<file path="config.mk">
export PLATFORM = sky130hd
export DESIGN_NAME = simplez_core
export DESIGN_NICKNAME = d
export VERILOG_FILES = /design/src/rtl/simplez_core.sv
export SDC_FILE = /design/constraint.sdc
export NUM_CORES = 1
export LEC_CHECK = 0
export CORE_ASPECT_RATIO = 0.7
export CORE_UTILIZATION = 49
export CTS_CLUSTER_SIZE = 30
export DETAILED_ROUTE_END_ITERATION = 10
export PLACE_DENSITY = 0.77
export SYNTH_ARGS = -nofsm -noshare
export SYNTH_HDL_FRONTEND = slang
export SYNTH_SLANG_ARGS = --single-unit
</file>
<file path="constraint.sdc">
create_clock -name clk -period 3 [get_ports clk]
set_input_delay 0.3 -clock clk [delete_from_list [all_inputs] [get_ports clk]]
set_output_delay 0.3 -clock clk [all_outputs]
set_load 0.02 [all_outputs]
</file>
<file path="src/rtl/simplez_core.sv">
// SIMPLEZ CPU core: 8-instruction accumulator machine with an external synchronous
// memory port and one memory-mapped LED/switch word. All state changes on the falling clock edge.
module simplez_core #(
   parameter int               DATAW   = 12,
   parameter int               ADDRW   = 9,
   parameter logic [ADDRW-1:0] IO_ADDR = 9'o100,
   parameter int               IOW     = 4,
   parameter logic [ADDRW-1:0] RST_PC  = '0
) (
   input  logic             clk,
   input  logic             rst,
   output logic [ADDRW-1:0] mem_addr,
   output logic             mem_rd,
   output logic             mem_wr,
   output logic [DATAW-1:0] mem_wdata,
   input  logic [DATAW-1:0] mem_rdata,
   input  logic [IOW-1:0]   sw,
   output logic [IOW-1:0]   leds,
   output logic             instr_done,
   output logic             stop
);

   typedef enum logic [2:0] {S_F0, S_F1, S_X0, S_X1, S_HLT} state_t;

   localparam logic [2:0] OP_ST  = 3'd0;
   localparam logic [2:0] OP_LD  = 3'd1;
   localparam logic [2:0] OP_ADD = 3'd2;
   localparam logic [2:0] OP_BR  = 3'd3;
   localparam logic [2:0] OP_BZ  = 3'd4;
   localparam logic [2:0] OP_CLR = 3'd5;
   localparam logic [2:0] OP_DEC = 3'd6;

   state_t           state_q, state_d;
   logic [ADDRW-1:0] cp_q, cp_d;
   logic [DATAW-1:0] ac_q, ac_d;
   logic [DATAW-1:0] ri_q, ri_d;
   logic [IOW-1:0]   leds_q, leds_d;

   logic [2:0]       co;
   logic [ADDRW-1:0] cd;
   logic [DATAW-1:0] operand;

   function automatic logic [DATAW-1:0] add_wrap(input logic [DATAW-1:0] a,
                                                  input logic [DATAW-1:0] b);
      return a + b;
   endfunction

   assign co        = ri_q[DATAW-1 -: 3];
   assign cd        = ri_q[ADDRW-1:0];
   // Only execute-phase operand reads see the switches; fetches always go to memory.
   assign operand   = (cd == IO_ADDR) ? DATAW'(sw) : mem_rdata;
   assign mem_wdata = ac_q;
   assign leds      = leds_q;

   always_comb begin
      state_d    = state_q;
      cp_d       = cp_q;
      ac_d       = ac_q;
      ri_d       = ri_q;
      leds_d     = leds_q;
      mem_addr   = '0;
      mem_rd     = 1'b0;
      mem_wr     = 1'b0;
      instr_done = 1'b0;
      stop       = 1'b0;
      case (state_q)
         S_F0: begin
            mem_addr = cp_q;
            mem_rd   = 1'b1;
            state_d  = S_F1;
         end
         S_F1: begin
            ri_d    = mem_rdata;
            cp_d    = cp_q + ADDRW'(1);
            state_d = S_X0;
         end
         S_X0: begin
            state_d    = S_F0;
            instr_done = 1'b1;
            case (co)
               OP_ST: begin
                  mem_addr = cd;
                  if (cd == IO_ADDR) leds_d = ac_q[IOW-1:0];
                  else               mem_wr = 1'b1;
               end
               OP_LD, OP_ADD: begin
                  mem_addr   = cd;
                  mem_rd     = 1'b1;
                  instr_done = 1'b0;
                  state_d    = S_X1;
               end
               OP_BR:   cp_d = cd;
               OP_BZ:   if (ac_q == '0) cp_d = cd;
               OP_CLR:  ac_d = '0;
               OP_DEC:  ac_d = add_wrap(ac_q, '1);
               default: state_d = S_HLT;
            endcase
         end
         S_X1: begin
            instr_done = 1'b1;
            state_d    = S_F0;
            if (co == OP_LD) ac_d = operand;
            else             ac_d = add_wrap(ac_q, operand);
         end
         S_HLT:   stop = 1'b1;
         default: state_d = S_F0;
      endcase
      // Reset aborts any strobe in the same cycle, including an ST in flight.
      if (rst) begin
         mem_rd = 1'b0;
         mem_wr = 1'b0;
      end
   end

   always_ff @(negedge clk) begin
      if (rst) begin
         state_q <= S_F0;
         cp_q    <= RST_PC;
         ac_q    <= '0;
         ri_q    <= '0;
         leds_q  <= '0;
      end else begin
         state_q <= state_d;
         cp_q    <= cp_d;
         ac_q    <= ac_d;
         ri_q    <= ri_d;
         leds_q  <= leds_d;
      end
   end

endmodule

</file>
### After elaboration in Yosys (flattened, before gate mapping)

Cells that the tools add are included.

* flip-flop bits (word level): 40
* input port bits: 18
* output and inout bits: 29
* logic and storage cells: 54

* add/sub/neg operators: 3
* equal/unequal tests: 14
* muxes and demuxes: 21
* reduce and logical (&&, ||, !) cells: 11

Operator list (count)
* case mux 9 bit (2 select lines): 3
* case mux 12 bit (2 select lines): 2
* 2-to-1 mux 12 bit: 2
* 2-to-1 mux 9 bit: 2
* adder 12 bit: 1
* adder 12 bit (second input constant): 1
* equality test 3 x 2 -> 1 bit (second input constant): 4
* equality test 3 bit (second input constant): 4
* zero test 12 bit: 1
* case mux 3 bit (4 select lines): 1
* adder 9 x 1 -> 9 bit (second input constant): 1
* equality test 9 x 7 -> 1 bit (second input constant): 1
* 2-to-1 mux 1 bit: 8
* equality test 3 x 1 -> 1 bit (second input constant): 2
* zero test 3 bit: 2
* case mux 3 bit (2 select lines): 1
* AND reduction 3 bit: 2
* OR reduction 5 bit: 1
* case mux 1 bit (2 select lines): 2
* nonzero test 2 bit: 2
* inequality test 3 x 1 -> 1 bit (second input constant): 1
* inequality test 3 x 2 -> 1 bit (second input constant): 1
* inequality test 3 bit (second input constant): 1
* OR reduction 3 bit: 1
* 2 further kinds: 2

### Depth between registers and ports, before layout

Gate-level depths: netlist (run 1).

* word-level depth: 5
* gate-level depth with buffers: 12
* mapped depth without buffers: 11

==> results of run 1 <==
critical path: cells and delay by family, from the launching register on:
| family | cells | cell delay (ps) |
|---|---|---|
| and+or+nand+nor | 3 | 860 |
| DFF | 1 | 330 |
| buffers and inverters | 1 | 120 |
path summary, 6_finish.rpt:
check / slack [ps] / to / startpoint / depth (start not counted)
setup reg to reg: -20 / mem_wdata[10] / ri_q[3] / 12
hold / removal: 520 / leds[3] / leds[3] / 2
setup / recovery: -480 / mem_wr / state_q[1] / 4
hold reg to reg: 520 / leds[3] / leds[3] / 2
per-stage QoR:
stage                     setup TNS, ps  cell area [sq um]  worst slack (ps)
after floorplan                   -3810               3140              -620
after global placement           -15600               4140             -1160
after detailed placement         -16690               4140             -1240
after CTS                         -7660               4730              -583
after global routing              -8150               4990              -527
final                             -6880               4990              -482
cell usage in the layout (no fill, tap or decap), drive strengths merged, types with 9 or more instances in the layout:
cell         synthesis  routed
dfxtp               40      40
a21oi               43      43
nor2                52      52
inv                 11      51
o21ai               29      29
xnor2                9       9
buf                 13     128
dlygate4sd2          0      19
ha                  13      13
mux2i               18      18
nand2               26      26
nor3                 9       9
state kept, by name (all words and copies together) (netlist names):
signal and flops:
cp_q 9, leds 4, mem_wdata 12, ri_q 12, state_q 3
synthesized netlist by cell type (8+ instances only):
cell / count / area [sq um]
mux2i_1: 18 / 180
inv_1: 11 / 41.3
a21oi_1: 43 / 215
o21ai_0: 26 / 130
ha_1: 13 / 163
nor2_1: 50 / 188
xnor2_1: 9 / 78.8
dfxtp_1: 40 / 801
and2_1: 8 / 50.1
nand2_1: 26 / 97.6
nand2b_1: 8 / 50.1
clkbuf_1: 8 / 30.0
cells by family (layout without fill, tap and decap cells):
logic type               after synthesis  after routing  synth area share
AO/OA/AOI/OAI                        115            115             0.232
XOR/XNOR                              14             14            0.0404
adder cells (fa/ha/maj)               14             14            0.0601
buffers and inverters                 35            213            0.0684
flip-flops                            40             40             0.264
multiplexers                          20             20            0.0667
AND/OR/NAND/NOR                      148            148             0.269
routing by layer:
metal | vias up | track usage | wire, microns | share of wire
li1 | 1735 | - | - | -
met3 | 42 | 0.110 | 1060 | 0.091
met4 | 0 | 0.127 | 295 | 0.025
met1 | 1817 | 0.426 | 4950 | 0.42
met5 | - | 0 | 0 | 0
met2 | 220 | 0.520 | 5360 | 0.46
final cells by class:
| class | count | area, sq um |
|---|---|---|
| Inverter | 10 | 40.0 |
| Clock inverter | 43 | 195 |
| Fill cell | 339 | 851 |
| Multi-Input combinational cell | 311 | 2460 |
| Timing Repair Buffer | 155 | 1320 |
| Clock buffer | 5 | 68.8 |
| Sequential cell | 40 | 812 |
| Tap cell | 75 | 93.8 |
report_power, final:
| group | internal [W] | switching (W) | total (W) | leakage [nW] |
|---|---|---|---|---|
| clock network | 0.000321 | 0.000408 | 0.000729 | 0.272 |
| registers | 0.000558 | 0.0000165 | 0.000574 | 0.327 |
| logic | 0.000295 | 0.000304 | 0.000600 | 1.76 |
| total | 0.00117 | 0.000728 | 0.00190 | 2.36 |
what timing repair did:
item	4_1_cts	5_1_grt
pin swaps	39	40
setup endpoints to repair	40	24
setup buffers	18	11
endpoints found under the hold margin	0	0
gates resized for setup	180	45
==> impl_metrics.yaml, run 1 <==
run_status:
  status: "finished with violations"
  violations: "negative setup slack"
critical_path:
  required_ps: 2700
  arrival_ps: 3180
  crit_path_start_kind: "flip-flop"
  slowest_stage: "or3b_4"
  crit_path_end_kind: "output port"
  slowest_delay_ps: 420
  crit_chain: "or3b_4 > nor3_4 > and4b_2 > buf_6"
  critical_path_class: "reg -> out"
  cp_max_fo: 2
route:
  routed_via_density: 5.97
  wire_per_inst_microns: 18.3
  finalWirelength_microns: 11700
  ant_nets: 0
  firstDrtPassIters: 6
  drc: 0
  vias: 3814
  drt_iter0_drc: 372
place:
  io_buffers: 46
  place_inst: 565
  dpl.hpwl_microns: 7130
  gp_congestion: 0.931
sta:
  drv_slew: 0
  finalClockSkew_ps: 42.5
  relSlewSlack: 0.419
  rsz0062_at_grt: "yes"
  fin_hold_ws_ps: 522
  fin_ws_ps: -482
  finalHoldViolCount: 0
  setup_violations: 24
  tightest_slew_ps: 872
global_route:
  grt_pass1_wl_microns: 16400
  grt_overflow: 0
  grt_max_degree: 25
  grt_pass1_vias: 3505
  antenna_found_initial: 0
  grtUsageTotal: 0.332
clock_tree:
  clk_pin_slew_worst_paths_ps: 40
  cts-hold-fix-buffers: 0
  numCtsBuffers: 5
  cts_root_buf: "clkbuf_8"
  cts.sinks: 40
  clk_latency_ps: 400
  clockBufferDepth: 2
  cts_tree: "yes"
  htreeDepth: 2
synthesis:
  synth_edf_count: 0
  syn_nets: 418
  seq_area_frac_synth: 0.264
  ys_warn_count: 0
  syn_inst: 386
  ys_ff_latch: 40
  synth_area_sq_mm: 0.00304
  syn_area_per_cell_sq_um: 7.87
  synthFlopType: "dfxtp_1"
  ys_async_sr_fraction: 0
  synth.distinct_cells: 65
power_and_ir_drop:
  vdd_drop_max_uv: 275
  power_leakage_nw: 2.36
  power_w: 0.00190
  p_per_area_mw_per_mm2: 381
floorplan:
  initial_core_util: 0.520
  rows: 23
  coreArea_sq_mm: 0.00584
  die_y_microns: 67.9
  num_io_pins: 47
  fp.dieW_microns: 96.1
  die-area_sq_mm: 0.00652
finish:
  syn_to_final_growth_pct: 64.3
  antenna_cells: 0
  drive_gt1_frac: 0.410
  final_nets: 595
  layout.cells.non_filler: 639
  final_core_util: 0.854
job:
  maxCapViolCount: 0
worst_hold_path:
  min_path_type: "reg -> reg"
Note: power is estimated with default switching activity, not from simulation.
==> run 2, diff against run 1 <==
--- a/config.mk
+++ b/config.mk
@@ -5,6 +5,7 @@
 export SDC_FILE = /design/constraint.sdc
 export NUM_CORES = 1
 export LEC_CHECK = 0
+export ABC_AREA = 1
 export CORE_ASPECT_RATIO = 0.7
 export CORE_UTILIZATION = 49
 export CTS_CLUSTER_SIZE = 30
==> constraint.sdc (replaced) <==
create_clock -name clk -period 3 [get_ports clk]
set_input_delay 0.3 -clock clk [delete_from_list [all_inputs] [get_ports clk]]
set_output_delay 0.3 -clock clk [all_outputs]
set_load 0.05 [all_outputs]
==> impl_metrics.yaml, run 2 <==
synthesis:
  syn_area_per_cell_sq_um: 6.23
  syn_inst: 487
  synth.distinct_cells: 40
  yosysMostFrequentCell: "nand2_1"
  synth_top_family_by_area: "simple AND/OR/NAND/NOR gates"
  synth_area_leaders: "dfxtp_1 26%, nand2_1 10%, o21ai_0 9.7%"
  synth_edf_count: 0
  ys_ff_latch: 40
  synth_area_sq_mm: 0.00303
  ys_warn_count: 0
  seq_area_frac_synth: 0.264
  synth_largest_area_cell: "dfxtp_1"
  syn_nets: 519
  synth_top_area_frac: 0.264
  synthXorXnorAreaFrac: 0.0116
  synth_simple_gate_area_frac: 0.300
  synthMuxAreaShare: 0
  synth-compound-area-share: 0.255
  synth_top_cells_by_count: "83 x nand2_1, 69 x nor2_1, 65 x inv_1"
  synthAdderAreaFrac: 0.0603
  ys_async_sr_fraction: 0
  synthFlopType: "dfxtp_1"
clock_tree:
  numCtsBuffers: 5
  cts.sinks: 40
  htreeDepth: 2
  clockBufferDepth: 2
  cts_root_buf: "clkbuf_8"
run_status:
  status: "stopped before the end"
  error: "[ERROR GRT-0232] Routing congestion too high. Check the congestion heatmap in the GUI."
  lastStage: "global routing (5_1_grt)"
global_route:
  grt_max_degree: 38
  grt_overflow: 35
  grtUsageTotal: 0.754
sta:
  worst-ep-kind: "top-level output"
  postGrtWorstEndpoint: "mem_wr"
place:
  io_buffers: 46
  placed_area_sq_mm: 0.00447
  dpl.hpwl_microns: 7510
  gp_congestion: 0.899
floorplan:
  die_y_microns: 67.8
  fp.dieW_microns: 96.0
  num_io_pins: 47
  rows: 23
  initial_core_util: 0.519
-- run 2: cells by family after synthesis --
family,Yosys count
buffers and inverters,83
AO/OA/AOI/OAI,142
XOR/XNOR,4
AND/OR/NAND/NOR,204
flip-flops,40
adder cells (fa/ha/maj),14
-- run 2: repair_timing --
action                     in CTS
setup buffers                  33
setup endpoints to repair      24
resized for setup             118
hold endpoints to repair        0
pin swaps                      60
gates cloned                    0
hold buffers                    0
-- run 2: through the flow --
stage	std cells	setup slack [ps]	utilization
after floorplan	487	-264	-
after global placement	644	-804	0.766
after detailed placement	644	-837	0.766
after CTS	723	-400	0.915
-- run 2: layer usage --
metal	track usage	overflow
met2	0.927	20
met4	0.756	14
met1	0.774	1
met5	0.108	0
met3	0.589	0
==> run 3, diff against run 2 <==
--- a/config.mk
+++ b/config.mk
@@ -6,11 +6,9 @@
 export NUM_CORES = 1
 export LEC_CHECK = 0
 export ABC_AREA = 1
-export CORE_ASPECT_RATIO = 0.7
-export CORE_UTILIZATION = 49
-export CTS_CLUSTER_SIZE = 30
+export CORE_UTILIZATION = 40
 export DETAILED_ROUTE_END_ITERATION = 10
-export PLACE_DENSITY = 0.77
+export PLACE_DENSITY_LB_ADDON = 0.15
 export SYNTH_ARGS = -nofsm -noshare
 export SYNTH_HDL_FRONTEND = slang
 export SYNTH_SLANG_ARGS = --single-unit
==> constraint.sdc (replaced) <==
create_clock -name clk -period 3.9 [get_ports clk]
set_input_delay 0.39 -clock clk [delete_from_list [all_inputs] [get_ports clk]]
set_output_delay 0.39 -clock clk [all_outputs]
set_load 0.05 [all_outputs]
==> impl_metrics.yaml, run 3 <==
run_status:
  status: "finished with violations"
  violations: "negative setup slack"
synthesis:
  synthAdderAreaFrac: 0.0603
  syn_nets: 519
  ys_async_sr_fraction: 0
  synth_top_area_frac: 0.264
  synth_area_leaders: "dfxtp_1 26%, nand2_1 10%, o21ai_0 9.7%"
  synth_simple_gate_area_frac: 0.300
  synth_top_cells_by_count: "83 x nand2_1, 69 x nor2_1, 65 x inv_1"
  seq_area_frac_synth: 0.264
  synth.distinct_cells: 40
  synth-compound-area-share: 0.255
  ys_warn_count: 0
  synthFlopType: "dfxtp_1"
  ys_ff_latch: 40
  synth_largest_area_cell: "dfxtp_1"
  yosysMostFrequentCell: "nand2_1"
  synthXorXnorAreaFrac: 0.0116
  syn_inst: 487
  syn_area_per_cell_sq_um: 6.23
  synth_top_family_by_area: "simple AND/OR/NAND/NOR gates"
  synth_area_sq_mm: 0.00303
  synth_edf_count: 0
  synthMuxAreaShare: 0
route:
  wire_per_inst_microns: 14.9
  drc: 0
  vias: 3791
  routed_via_density: 5.35
  firstDrtPassIters: 5
  ant_nets: 0
  finalWirelength_microns: 10500
  drt_iter0_drc: 189
sta:
  relSlewSlack: 0.621
  tightest_slew_ps: 566
  fin_hold_ws_ps: 510
  finalClockSkew_ps: 25.3
  setup_violations: 9
  rsz0062_at_grt: "yes"
  drv_slew: 0
  fin_ws_ps: -115
  finalHoldViolCount: 0
floorplan:
  num_io_pins: 47
  die_y_microns: 89.1
  die-area_sq_mm: 0.00793
  fp.dieW_microns: 89.1
  coreArea_sq_mm: 0.00729
  initial_core_util: 0.416
  rows: 31
clock_tree:
  cts-hold-fix-buffers: 0
  clockBufferDepth: 2
  clk_latency_ps: 370
  cts_tree: "yes"
  numCtsBuffers: 5
  cts.sinks: 40
  clk_pin_slew_worst_paths_ps: 30
  cts_root_buf: "clkbuf_8"
  htreeDepth: 2
global_route:
  antenna_found_initial: 0
  grtUsageTotal: 0.265
  grt_pass1_wl_microns: 16200
  grt_pass1_vias: 3505
  grt_max_degree: 22
  grt_overflow: 0
critical_path:
  crit_path_end_kind: "output port"
  slowest_stage: "dfxtp_2"
  critical_path_class: "reg -> out"
  slowest_delay_ps: 310
  reg2reg_setup_slack_ps: 1130
  crit_path_start_kind: "flip-flop"
  arrival_ps: 3620
  cp_max_fo: 3
  crit_chain: "inv_2 > nand2_2 > nor2_4 > clkinvlp_4 > buf_4 > o32ai_4 > buf_12"
  required_ps: 3510
place:
  place_inst: 643
  dpl.hpwl_microns: 7120
  gp_congestion: 0.969
  io_buffers: 46
finish:
  final_nets: 642
  antenna_cells: 0
  drive_gt1_frac: 0.272
  layout.cells.non_filler: 709
  syn_to_final_growth_pct: 55.6
  final_cell_mix: "96 x inv_1, 72 x nand2_1, 59 x nor2_1"
  final_core_util: 0.647
  final_common_cell: "inv_1"
power_and_ir_drop:
  p_per_area_mw_per_mm2: 367
  power_leakage_nw: 2.23
  vdd_drop_max_uv: 177
job:
  maxCapViolCount: 0
worst_hold_path:
  min_path_type: "reg -> reg"
-- run 3: cell counts after synthesis --
No cell type changed its count.
-- run 3: area by class of cell --
class,count,area (sq um)
flip-flops and latches,40,811
inverters,69,265
multi-input cells,364,2310
fillers,702,2570
clock inverters,42,184
repair buffers,90,952
clock buffers,5,68.8
well taps,99,124
-- run 3: routing by layer --
| metal | track usage | share of wire | up-vias |
|---|---|---|---|
| li1 | - | - | 1867 |
| met1 | 0.307 | 0.41 | 1792 |
| met2 | 0.475 | 0.52 | 111 |
| met3 | 0.0517 | 0.047 | 21 |
| met4 | 0.120 | 0.021 | 0 |
| met5 | 0 | 0 | - |
-- run 3: critical path, delay by kind of cell, from the launching register on --
| family | cells | cell delay (ps) |
|---|---|---|
| buf+inv | 4 | 540 |
| compound gates | 1 | 270 |
| simple gates | 2 | 190 |
| flops | 1 | 310 |
-- run 3: metrics by stage --
stage               power [W]  setup slack [ps]  setup TNS [ps]  cell area, sq um
detailed placement    0.00116              -505           -4400              3910
CTS                   0.00170              -100            -607              4480
global route          0.00186              -181           -1410              4720
floorplan            0.000950              -185           -1170              3110
finish                0.00173              -115            -643              4720
global placement      0.00115              -445           -3880              3910
-- run 3: where the power goes --
| part | switching (W) | internal (W) |
|---|---|---|
| sequential | 0.0000413 | 0.000450 |
| clock | 0.000260 | 0.000239 |
| combinational | 0.000438 | 0.000305 |
-- run 3: path summary, 6_finish.rpt --
| kind | cells after the start | endpoint | from |
|---|---|---|---|
| max | 7 | mem_addr[1] | state_q[0] |
| min | 2 | ri_q[8] | ri_q[8] |
| max reg2reg | 16 | mem_wdata[6] | ri_q[7] |
| min reg2reg | 2 | ri_q[8] | ri_q[8] |
-- run 3: logic make-up (layout without fill, tap and decap cells) --
kind of cell,Yosys count,in the layout
XOR/XNOR,4,4
flip-flops,40,40
adder cells (fa/ha/maj),14,14
buffers and inverters,83,206
AO/OA/AOI/OAI,142,142
AND/OR/NAND/NOR,204,204
-- run 3: timing repair --
action | 4_1_cts | 5_1_grt
setup buffers | 14 | 7
cloned | 1 | 0
pin swaps | 25 | 30
gates resized for setup | 50 | 51
setup endpoints to repair | 21 | 21
